`config.mk`:
```
export PLATFORM = sky130hd
export DESIGN_NAME = uart_tx_fifo
export DESIGN_NICKNAME = d
export VERILOG_FILES = /design/src/rtl/uart_pkg.sv /design/src/rtl/sync_fifo.sv /design/src/rtl/uart_tx_fifo.sv
export SDC_FILE = /design/constraint.sdc
export NUM_CORES = 1
export LEC_CHECK = 0
export CAP_MARGIN = 20
export CORE_MARGIN = 2
export CORE_UTILIZATION = 40
export DETAILED_ROUTE_END_ITERATION = 12
export GPL_TIMING_DRIVEN = 0
export PLACE_DENSITY = 0.57
export REMOVE_ABC_BUFFERS = 1
export SLEW_MARGIN = 20
export SYNTH_ARGS = -nofsm -noshare
export SYNTH_HDL_FRONTEND = slang
export SYNTH_SLANG_ARGS = --single-unit
```
`constraint.sdc`:
```
create_clock -name clk -period 7.15 [get_ports clk]
set_clock_uncertainty 0.15 [all_clocks]
set_input_delay 1.43 -clock clk [delete_from_list [all_inputs] [get_ports clk]]
set_output_delay 1.43 -clock clk [all_outputs]
set_load 0.01 [all_outputs]
```
`src/rtl/uart_pkg.sv`:
```
// uart_pkg: shared definitions for the buffered UART transmitter.
//   - baud rate table and divisor function (clock / rate, truncated)
//   - transmitter FSM state encoding
//   - frame length and status-register bit positions
//   - frame builder (start, data LSB-first, optional parity, stop/pad)
package uart_pkg;

    localparam int unsigned FRAME_BITS = 11;

    // Bit positions inside the status byte {4'b0, busy, overflow, full, empty}
    localparam int unsigned STAT_EMPTY    = 0;
    localparam int unsigned STAT_FULL     = 1;
    localparam int unsigned STAT_OVERFLOW = 2;
    localparam int unsigned STAT_BUSY     = 3;

    typedef enum logic [1:0] {
        IDLE  = 2'd0,
        LOAD  = 2'd1,
        SHIFT = 2'd2
    } tx_state_t;

    function automatic int unsigned baud_rate(input logic [3:0] sel);
        case (sel)
            4'd0:    return 300;
            4'd1:    return 1200;
            4'd2:    return 2400;
            4'd3:    return 4800;
            4'd4:    return 9600;
            4'd5:    return 19200;
            4'd6:    return 38400;
            4'd7:    return 57600;
            4'd8:    return 115200;
            4'd9:    return 230400;
            4'd10:   return 460800;
            default: return 921600;
        endcase
    endfunction

    // Clocks per bit; clamped to 1 so a slow clock never yields a zero period.
    function automatic int unsigned baud_divisor(input int unsigned clk_hz,
                                                 input logic [3:0]  sel);
        int unsigned q;
        q = clk_hz / baud_rate(sel);
        return (q == 0) ? 1 : q;
    endfunction

    // Frame bit 0 goes out first. Unused trailing positions stay 1 so every
    // frame is the same length regardless of data width and parity.
    function automatic logic [FRAME_BITS-1:0] build_frame(input logic [7:0] d,
                                                          input logic       eight,
                                                          input logic       pen,
                                                          input logic       ohel);
        logic [FRAME_BITS-1:0] f;
        f    = '1;
        f[0] = 1'b0;
        if (eight) begin
            f[8:1] = d;
            if (pen) f[9] = (^d) ^ ohel;
        end else begin
            f[7:1] = d[6:0];
            if (pen) f[8] = (^d[6:0]) ^ ohel;
        end
        return f;
    endfunction

endpackage

```
`src/rtl/sync_fifo.sv`:
```
// sync_fifo: single-clock FIFO with registered occupancy count.
//   clk, reset     : clock, synchronous active-high reset (pointers/count)
//   push, wdata    : write request and data; accepted when not full, or when
//                    a pop happens in the same cycle
//   pop, rdata     : read request and head-of-queue data (combinational)
//   full, empty    : derived from count, so they move on the same edge as
//                    the push/pop that changes them
//   count          : occupancy, 0..DEPTH
module sync_fifo #(
    parameter int unsigned WIDTH = 8,
    parameter int unsigned DEPTH = 8
) (
    input  logic                     clk,
    input  logic                     reset,
    input  logic                     push,
    input  logic [WIDTH-1:0]         wdata,
    input  logic                     pop,
    output logic [WIDTH-1:0]         rdata,
    output logic                     full,
    output logic                     empty,
    output logic [$clog2(DEPTH):0]   count
);

    localparam int unsigned AW = $clog2(DEPTH);
    localparam int unsigned CW = AW + 1;

    logic [WIDTH-1:0] mem [DEPTH];
    logic [AW-1:0]    wr_ptr;
    logic [AW-1:0]    rd_ptr;
    logic             do_push;
    logic             do_pop;

    assign empty   = (count == '0);
    assign full    = (count == CW'(DEPTH));
    assign do_pop  = pop && !empty;
    // A push into a full FIFO still lands when the head leaves this cycle.
    assign do_push = push && (!full || do_pop);
    assign rdata   = mem[rd_ptr];

    always_ff @(posedge clk) begin
        if (reset) begin
            wr_ptr <= '0;
            rd_ptr <= '0;
            count  <= '0;
        end else begin
            if (do_push) wr_ptr <= wr_ptr + AW'(1);
            if (do_pop)  rd_ptr <= rd_ptr + AW'(1);
            case ({do_push, do_pop})
                2'b10:   count <= count + CW'(1);
                2'b01:   count <= count - CW'(1);
                default: count <= count;
            endcase
        end
    end

    always_ff @(posedge clk) begin
        if (do_push) mem[wr_ptr] <= wdata;
    end

endmodule

```
`src/rtl/uart_tx_fifo.sv`:
```
// uart_tx_fifo: buffered UART transmitter on a port-mapped bus.
//   clk, reset     : clock, synchronous active-high reset
//   eight          : 1 = 8 data bits, 0 = 7 data bits
//   pen, ohel      : parity enable, parity sense (1 = odd)
//   baud           : baud-rate select (0..15)
//   write_strobe   : with port_id == TX_PORT pushes out_port into the FIFO
//   read_strobe    : with port_id == STAT_PORT clears the overflow flag
//   port_id        : port address
//   out_port       : write data
//   tx             : serial output, idle high
//   data           : status {4'b0, busy, overflow, full, empty}
//   tx_done        : one-cycle pulse after the last bit-time of each frame
module uart_tx_fifo
    import uart_pkg::*;
#(
    parameter int unsigned CLK_HZ    = 50_000_000,
    parameter int unsigned DEPTH     = 8,
    parameter logic [15:0] TX_PORT   = 16'h0000,
    parameter logic [15:0] STAT_PORT = 16'h0001
) (
    input  logic        clk,
    input  logic        reset,
    input  logic        eight,
    input  logic        pen,
    input  logic        ohel,
    input  logic [3:0]  baud,
    input  logic        write_strobe,
    input  logic        read_strobe,
    input  logic [15:0] port_id,
    input  logic [7:0]  out_port,
    output logic        tx,
    output logic [7:0]  data,
    output logic        tx_done
);

    localparam int unsigned DIV_MAX = baud_divisor(CLK_HZ, 4'd0);
    localparam int unsigned DIV_W   = (DIV_MAX < 2) ? 1 : $clog2(DIV_MAX + 1);
    localparam int unsigned CNT_W   = $clog2(DEPTH) + 1;

    tx_state_t             state;
    logic                  busy;
    logic                  overflow;
    logic                  push_req;
    logic                  stat_rd;
    logic                  pop_req;

    logic [7:0]            fifo_rdata;
    logic                  fifo_full;
    logic                  fifo_empty;
    logic [CNT_W-1:0]      fifo_count;

    logic [7:0]            byte_lat;
    logic                  eight_lat;
    logic                  pen_lat;
    logic                  ohel_lat;
    logic [DIV_W-1:0]      div_lat;
    logic [DIV_W-1:0]      baud_cnt;
    logic [3:0]            bit_cnt;
    logic [FRAME_BITS-1:0] frame_cur;
    logic [DIV_W-1:0]      div_table [16];

    // Divisors are elaboration-time constants; baud only selects among them.
    for (genvar g = 0; g < 16; g++) begin : g_div
        localparam logic [DIV_W-1:0] DIV = DIV_W'(baud_divisor(CLK_HZ, 4'(g)));
        assign div_table[g] = DIV;
    end

    assign push_req = write_strobe && (port_id == TX_PORT);
    assign stat_rd  = read_strobe  && (port_id == STAT_PORT);
    assign pop_req  = (state == LOAD);
    assign busy     = (state != IDLE);

    sync_fifo #(
        .WIDTH (8),
        .DEPTH (DEPTH)
    ) u_fifo (
        .clk   (clk),
        .reset (reset),
        .push  (push_req),
        .wdata (out_port),
        .pop   (pop_req),
        .rdata (fifo_rdata),
        .full  (fifo_full),
        .empty (fifo_empty),
        .count (fifo_count)
    );

    assert property (@(posedge clk) disable iff (reset) fifo_count <= CNT_W'(DEPTH));

    // The frame is held as its latched byte plus configuration and rebuilt
    // combinationally; this is equivalent to latching the 11 frame bits.
    always_comb begin
        frame_cur = build_frame(byte_lat, eight_lat, pen_lat, ohel_lat);
    end

    always_ff @(posedge clk) begin
        if (reset) begin
            state     <= IDLE;
            tx        <= 1'b1;
            tx_done   <= 1'b0;
            byte_lat  <= '0;
            eight_lat <= 1'b0;
            pen_lat   <= 1'b0;
            ohel_lat  <= 1'b0;
            div_lat   <= '0;
            baud_cnt  <= '0;
            bit_cnt   <= '0;
        end else begin
            tx_done <= 1'b0;
            case (state)
                IDLE: begin
                    tx <= 1'b1;
                    if (!fifo_empty) state <= LOAD;
                end
                LOAD: begin
                    byte_lat  <= fifo_rdata;
                    eight_lat <= eight;
                    pen_lat   <= pen;
                    ohel_lat  <= ohel;
                    div_lat   <= div_table[baud];
                    baud_cnt  <= '0;
                    bit_cnt   <= '0;
                    tx        <= 1'b0;   // start bit
                    state     <= SHIFT;
                end
                SHIFT: begin
                    if (baud_cnt == div_lat - DIV_W'(1)) begin
                        baud_cnt <= '0;
                        if (bit_cnt == 4'(FRAME_BITS - 1)) begin
                            tx      <= 1'b1;
                            tx_done <= 1'b1;
                            state   <= fifo_empty ? IDLE : LOAD;
                        end else begin
                            bit_cnt <= bit_cnt + 4'd1;
                            tx      <= frame_cur[bit_cnt + 4'd1];
                        end
                    end else begin
                        baud_cnt <= baud_cnt + DIV_W'(1);
                    end
                end
                default: begin
                    state <= IDLE;
                    tx    <= 1'b1;
                end
            endcase
        end
    end

    // A push dropped on a full FIFO takes priority over a status-read clear.
    always_ff @(posedge clk) begin
        if (reset) begin
            overflow <= 1'b0;
        end else if (push_req && fifo_full && !pop_req) begin
            overflow <= 1'b1;
        end else if (stat_rd) begin
            overflow <= 1'b0;
        end
    end

    always_comb begin
        data                = '0;
        data[STAT_BUSY]     = busy;
        data[STAT_OVERFLOW] = overflow;
        data[STAT_FULL]     = fifo_full;
        data[STAT_EMPTY]    = fifo_empty;
    end

endmodule

```
==> qor.txt <==
========================================================================================================
Remaining DRCs                                                                                         0
GR Overflow Total                                                                                      0
Leakage power summed over all cells                                                              2.62 nW
Pwr dens                                                                                     218 nW/um^2
Count of unique library cells instantiated by Yosys                                                   63
Clock latency at the later pin of the worst-skew pair                                             420 ps
Cell area after layout                                                                         7710 um^2
Count of maximum capacitance violations                                                                0
Peak per-stage delay on the critical path                                                         400 ps
Number of global-route vias before repair                                                           4550
Minimum setup slack after placement                                                              2880 ps
Total negative slack                                                                                0 ps
Ordered list of cells on the worst path                                                     clkdlybuf4s50_1 > nor4_1 > and4_1 > nand3_1 > ha_1 > ha_1 > a21o_1 > a21oi_1 > xnor2_1 > or3_1 > a21oi_1
Number of H-tree levels                                                                                4
Top library cells by usage in the layout, fill and taps aside                               sky130_fd_sc_hd__nor2_1, sky130_fd_sc_hd__dfxtp_1, sky130_fd_sc_hd__edfxtp_1, sky130_fd_sc_hd__clkdlybuf4s50_1, sky130_fd_sc_hd__mux2i_1
Critical path capture point type                                                                register
1st-pass router iterations                                                                             4
Post-route fraction of the period consumed by the critical path                                    53.2%
Classification of the worst-slack hold path                                                   reg -> reg
Yosys warning total                                                                                    0
Total of buffers placed on input and output ports                                                     40
Worst-case vdd ir drop                                                                            159 uV
Startpoint-to-endpoint class of the critical path                                              in -> reg
Clock tree from TritonCTS                                                                           done
Syn Std Cell Area                                                                              6590 um^2
Instance area at placement                                                                     7130 um^2
Initial drt markers                                                                                  295
Total count of hold-check failures in the final report                                                 0
Area growth syn-to-layout                                                                          17.1%
Starting density of the core                                                                       41.2%
Rel. slew slack                                                                                    38.7%
Worst path slowest cell                                                                     sky130_fd_sc_hd__clkdlybuf4s50_1
Setup violations, final                                                                                0
Fraction of the yosys area taken by sequential cells                                               48.9%
Core region area                                                                              16000 um^2
Total of hold buffers inserted after clock tree synthesis                                              0
Outcome                                                                                     finished, final reports clean
RSZ-0062 raised after global routing                                                               false
Count of antenna-violating nets left after detailed routing                                            0
Number of buffers inserted by post-CTS setup repair                                                    0
Number of synthesized register bits                                                                  129
CTS buffer count                                                                                      17
Via-per-instance ratio                                                                              5.25
Die Footprint                                                                                 17500 um^2
Pin count of the biggest net entering global routing                                                  42
Buffer levels on the longest clock path                                                                2
Crit path max-delay family                                                                  simple AND/OR/NAND/NOR gates
Placer's final routability congestion estimate                                                     0.796
Syn Area/Cell                                                                                  10.8 um^2
Slew @ Worst Pin                                                                                  907 ps
Crit path max fanout                                                                                   5
Data arrival time of the critical path                                                           4000 ps
Shortest clock period the worst path allows after layout                                         3800 ps
Global-route wire length before repair                                                          22600 um
DP HPWL                                                                                          9330 um
PnR worst setup slack                                                                            3350 ps
Final antenna diode count                                                                              0
Die Y-Extent                                                                                      132 um
Ports placed on the boundary                                                                          45
Maximum clock frequency                                                                          263 MHz
Kind of launch point of the worst setup path                                                primary input
Max Slew Vio Count                                                                                     0
Most common flop cell mapped by yosys                                                       sky130_fd_sc_hd__dfxtp_1
Global-route total usage across every layer                                                        16.4%
Number of synthesized flops with an enable pin                                                        64
Total via count after detailed routing                                                              4538
Resized Gates After CTS                                                                                0
Count of nets after finishing                                                                        690
Floorplan die width                                                                               132 um
Smallest hold slack                                                                               337 ps
Commonest non-fill, non-tap cell in the layout                                              sky130_fd_sc_hd__nor2_1
Routed wire length                                                                              13700 um
Async set-reset flop share out of synthesis                                                           0%
Library cell used as clock root buffer                                                      sky130_fd_sc_hd__clkbuf_16
Post-synthesis cell count                                                                            608
Worst path required time                                                                         7350 ps
Fraction of final layout cells with drive strength greater than 1                                  11.3%
Per-cell routed wire length                                                                      15.8 um
Antenna violations before repair                                                                       0
Sinks on Clock Net                                                                                   129
Standard-cell rows                                                                                    46
Count of buffering cells on the critical path with inverters included                                  1
Post-CTS clock slew at the launch and capture registers of the worst setup and hold paths          60 ps
========================================================================================================
==> registers in the layout (all words and copies together), names as in the netlist <==
name and count:
pen_lat 1, u_fifo.wr_ptr 3, byte_lat 8, u_fifo.mem 64
bit_cnt 4, tx 1, ohel_lat 1, state 2
eight_lat 1, u_fifo.rd_ptr 3, overflow 1, tx_done 1
u_fifo.count 4, div_lat 17, baud_cnt 18
==> stage by stage <==
| step | util, % | power [mW] | cells |
|---|---|---|---|
| 2_1_floorplan | - | 0.804 | 572 |
| 3_3_place_gp | 44.1 | 0.837 | 828 |
| 3_5_place_dp | 44.6 | 0.839 | 832 |
| 4_1_cts | 48.2 | 1.70 | 864 |
| 5_1_grt | 48.2 | 1.74 | 864 |
| 6_report | 48.2 | 1.68 | 864 |
==> cell families (layout without fill, tap and decap cells) <==
family | count (synthesis) | count (layout) | synth area share (%)
other cells | 1 | 4 | 0.0569
compound gates | 95 | 95 | 9.87
xor+xnor | 47 | 47 | 6.25
flops | 129 | 129 | 48.9
simple gates | 212 | 212 | 16.3
buf+inv | 56 | 93 | 4.18
mux | 48 | 48 | 10.5
fa+ha+maj | 20 | 20 | 3.91
==> Yosys cell counts, types with 4 or more instances <==
cell type | n | share of area (%)
sky130_fd_sc_hd__nand2_1 | 24 | 1.4
sky130_fd_sc_hd__and3_1 | 4 | 0.38
sky130_fd_sc_hd__a31oi_1 | 4 | 0.38
sky130_fd_sc_hd__nand2b_1 | 11 | 1.0
sky130_fd_sc_hd__o41ai_1 | 4 | 0.53
sky130_fd_sc_hd__nand3b_1 | 6 | 0.68
sky130_fd_sc_hd__nor2b_1 | 5 | 0.47
sky130_fd_sc_hd__o221ai_1 | 4 | 0.53
sky130_fd_sc_hd__edfxtp_1 | 64 | 29
sky130_fd_sc_hd__inv_1 | 17 | 0.97
sky130_fd_sc_hd__mux4_2 | 17 | 5.8
sky130_fd_sc_hd__xnor2_1 | 19 | 2.5
sky130_fd_sc_hd__nor2_1 | 89 | 5.1
sky130_fd_sc_hd__nand4_1 | 11 | 1.0
sky130_fd_sc_hd__clkbuf_1 | 15 | 0.85
sky130_fd_sc_hd__buf_4 | 11 | 1.3
sky130_fd_sc_hd__buf_1 | 9 | 0.51
sky130_fd_sc_hd__nand3_1 | 16 | 1.2
sky130_fd_sc_hd__ha_1 | 19 | 3.6
sky130_fd_sc_hd__a211oi_1 | 10 | 1.1
sky130_fd_sc_hd__nor4_1 | 8 | 0.76
sky130_fd_sc_hd__xor2_1 | 28 | 3.7
sky130_fd_sc_hd__nor3_1 | 12 | 0.91
sky130_fd_sc_hd__dfxtp_1 | 65 | 20
sky130_fd_sc_hd__mux2i_1 | 30 | 4.6
sky130_fd_sc_hd__o21ai_0 | 22 | 1.7
sky130_fd_sc_hd__a21oi_1 | 27 | 2.1
sky130_fd_sc_hd__or4_1 | 4 | 0.46
==> area by class of cell <==
cell class	count	area, um^2
Fill cell	1477	8290
Clock buffer	19	433
Timing Repair Buffer	44	450
Multi-Input combinational cell	426	3120
Sequential cell	129	3220
Tap cell	216	270
Inverter	17	63.8
Clock inverter	13	153
==> worst paths after layout <==
check | from | endpoint | slack, ps | depth (start not counted)
max | port_id[15] | u_fifo.count[3] | 3350 | 11
min | overflow | overflow | 340 | 2
max reg2reg | div_lat[0] | baud_cnt[11] | 3690 | 10
min reg2reg | overflow | overflow | 340 | 2
==> routing by layer <==
metal	routed length, um	share of wire [%]	track usage (%)	up-vias
li1	-	-	-	2273
met1	6240	46	20.3	2172
met2	6810	50	27.9	83
met3	482	3.5	4.34	10
met4	137	1.0	5.20	0
met5	0	0	0	-
==> report_power, final <==
part / internal, mW / switching (mW)
combinational: 0.0231 / 0.0251
clock: 0.520 / 0.339
sequential: 0.775 / 0.00000311
total: 1.32 / 0.364
==> worst register-to-register path, stage by stage, from the launching register on <==
cell,delay [ps]
sky130_fd_sc_hd__dfxtp_1,380
sky130_fd_sc_hd__inv_1,90
sky130_fd_sc_hd__ha_1,240
sky130_fd_sc_hd__nor4b_1,760
sky130_fd_sc_hd__nor4bb_1,400
sky130_fd_sc_hd__xnor2_1,190
sky130_fd_sc_hd__nand4_1,160
sky130_fd_sc_hd__a2111oi_4,330
sky130_fd_sc_hd__a21o_2,210
sky130_fd_sc_hd__a21o_2,320
sky130_fd_sc_hd__nor2_1,100
Note: power is estimated with default switching activity, not from simulation.
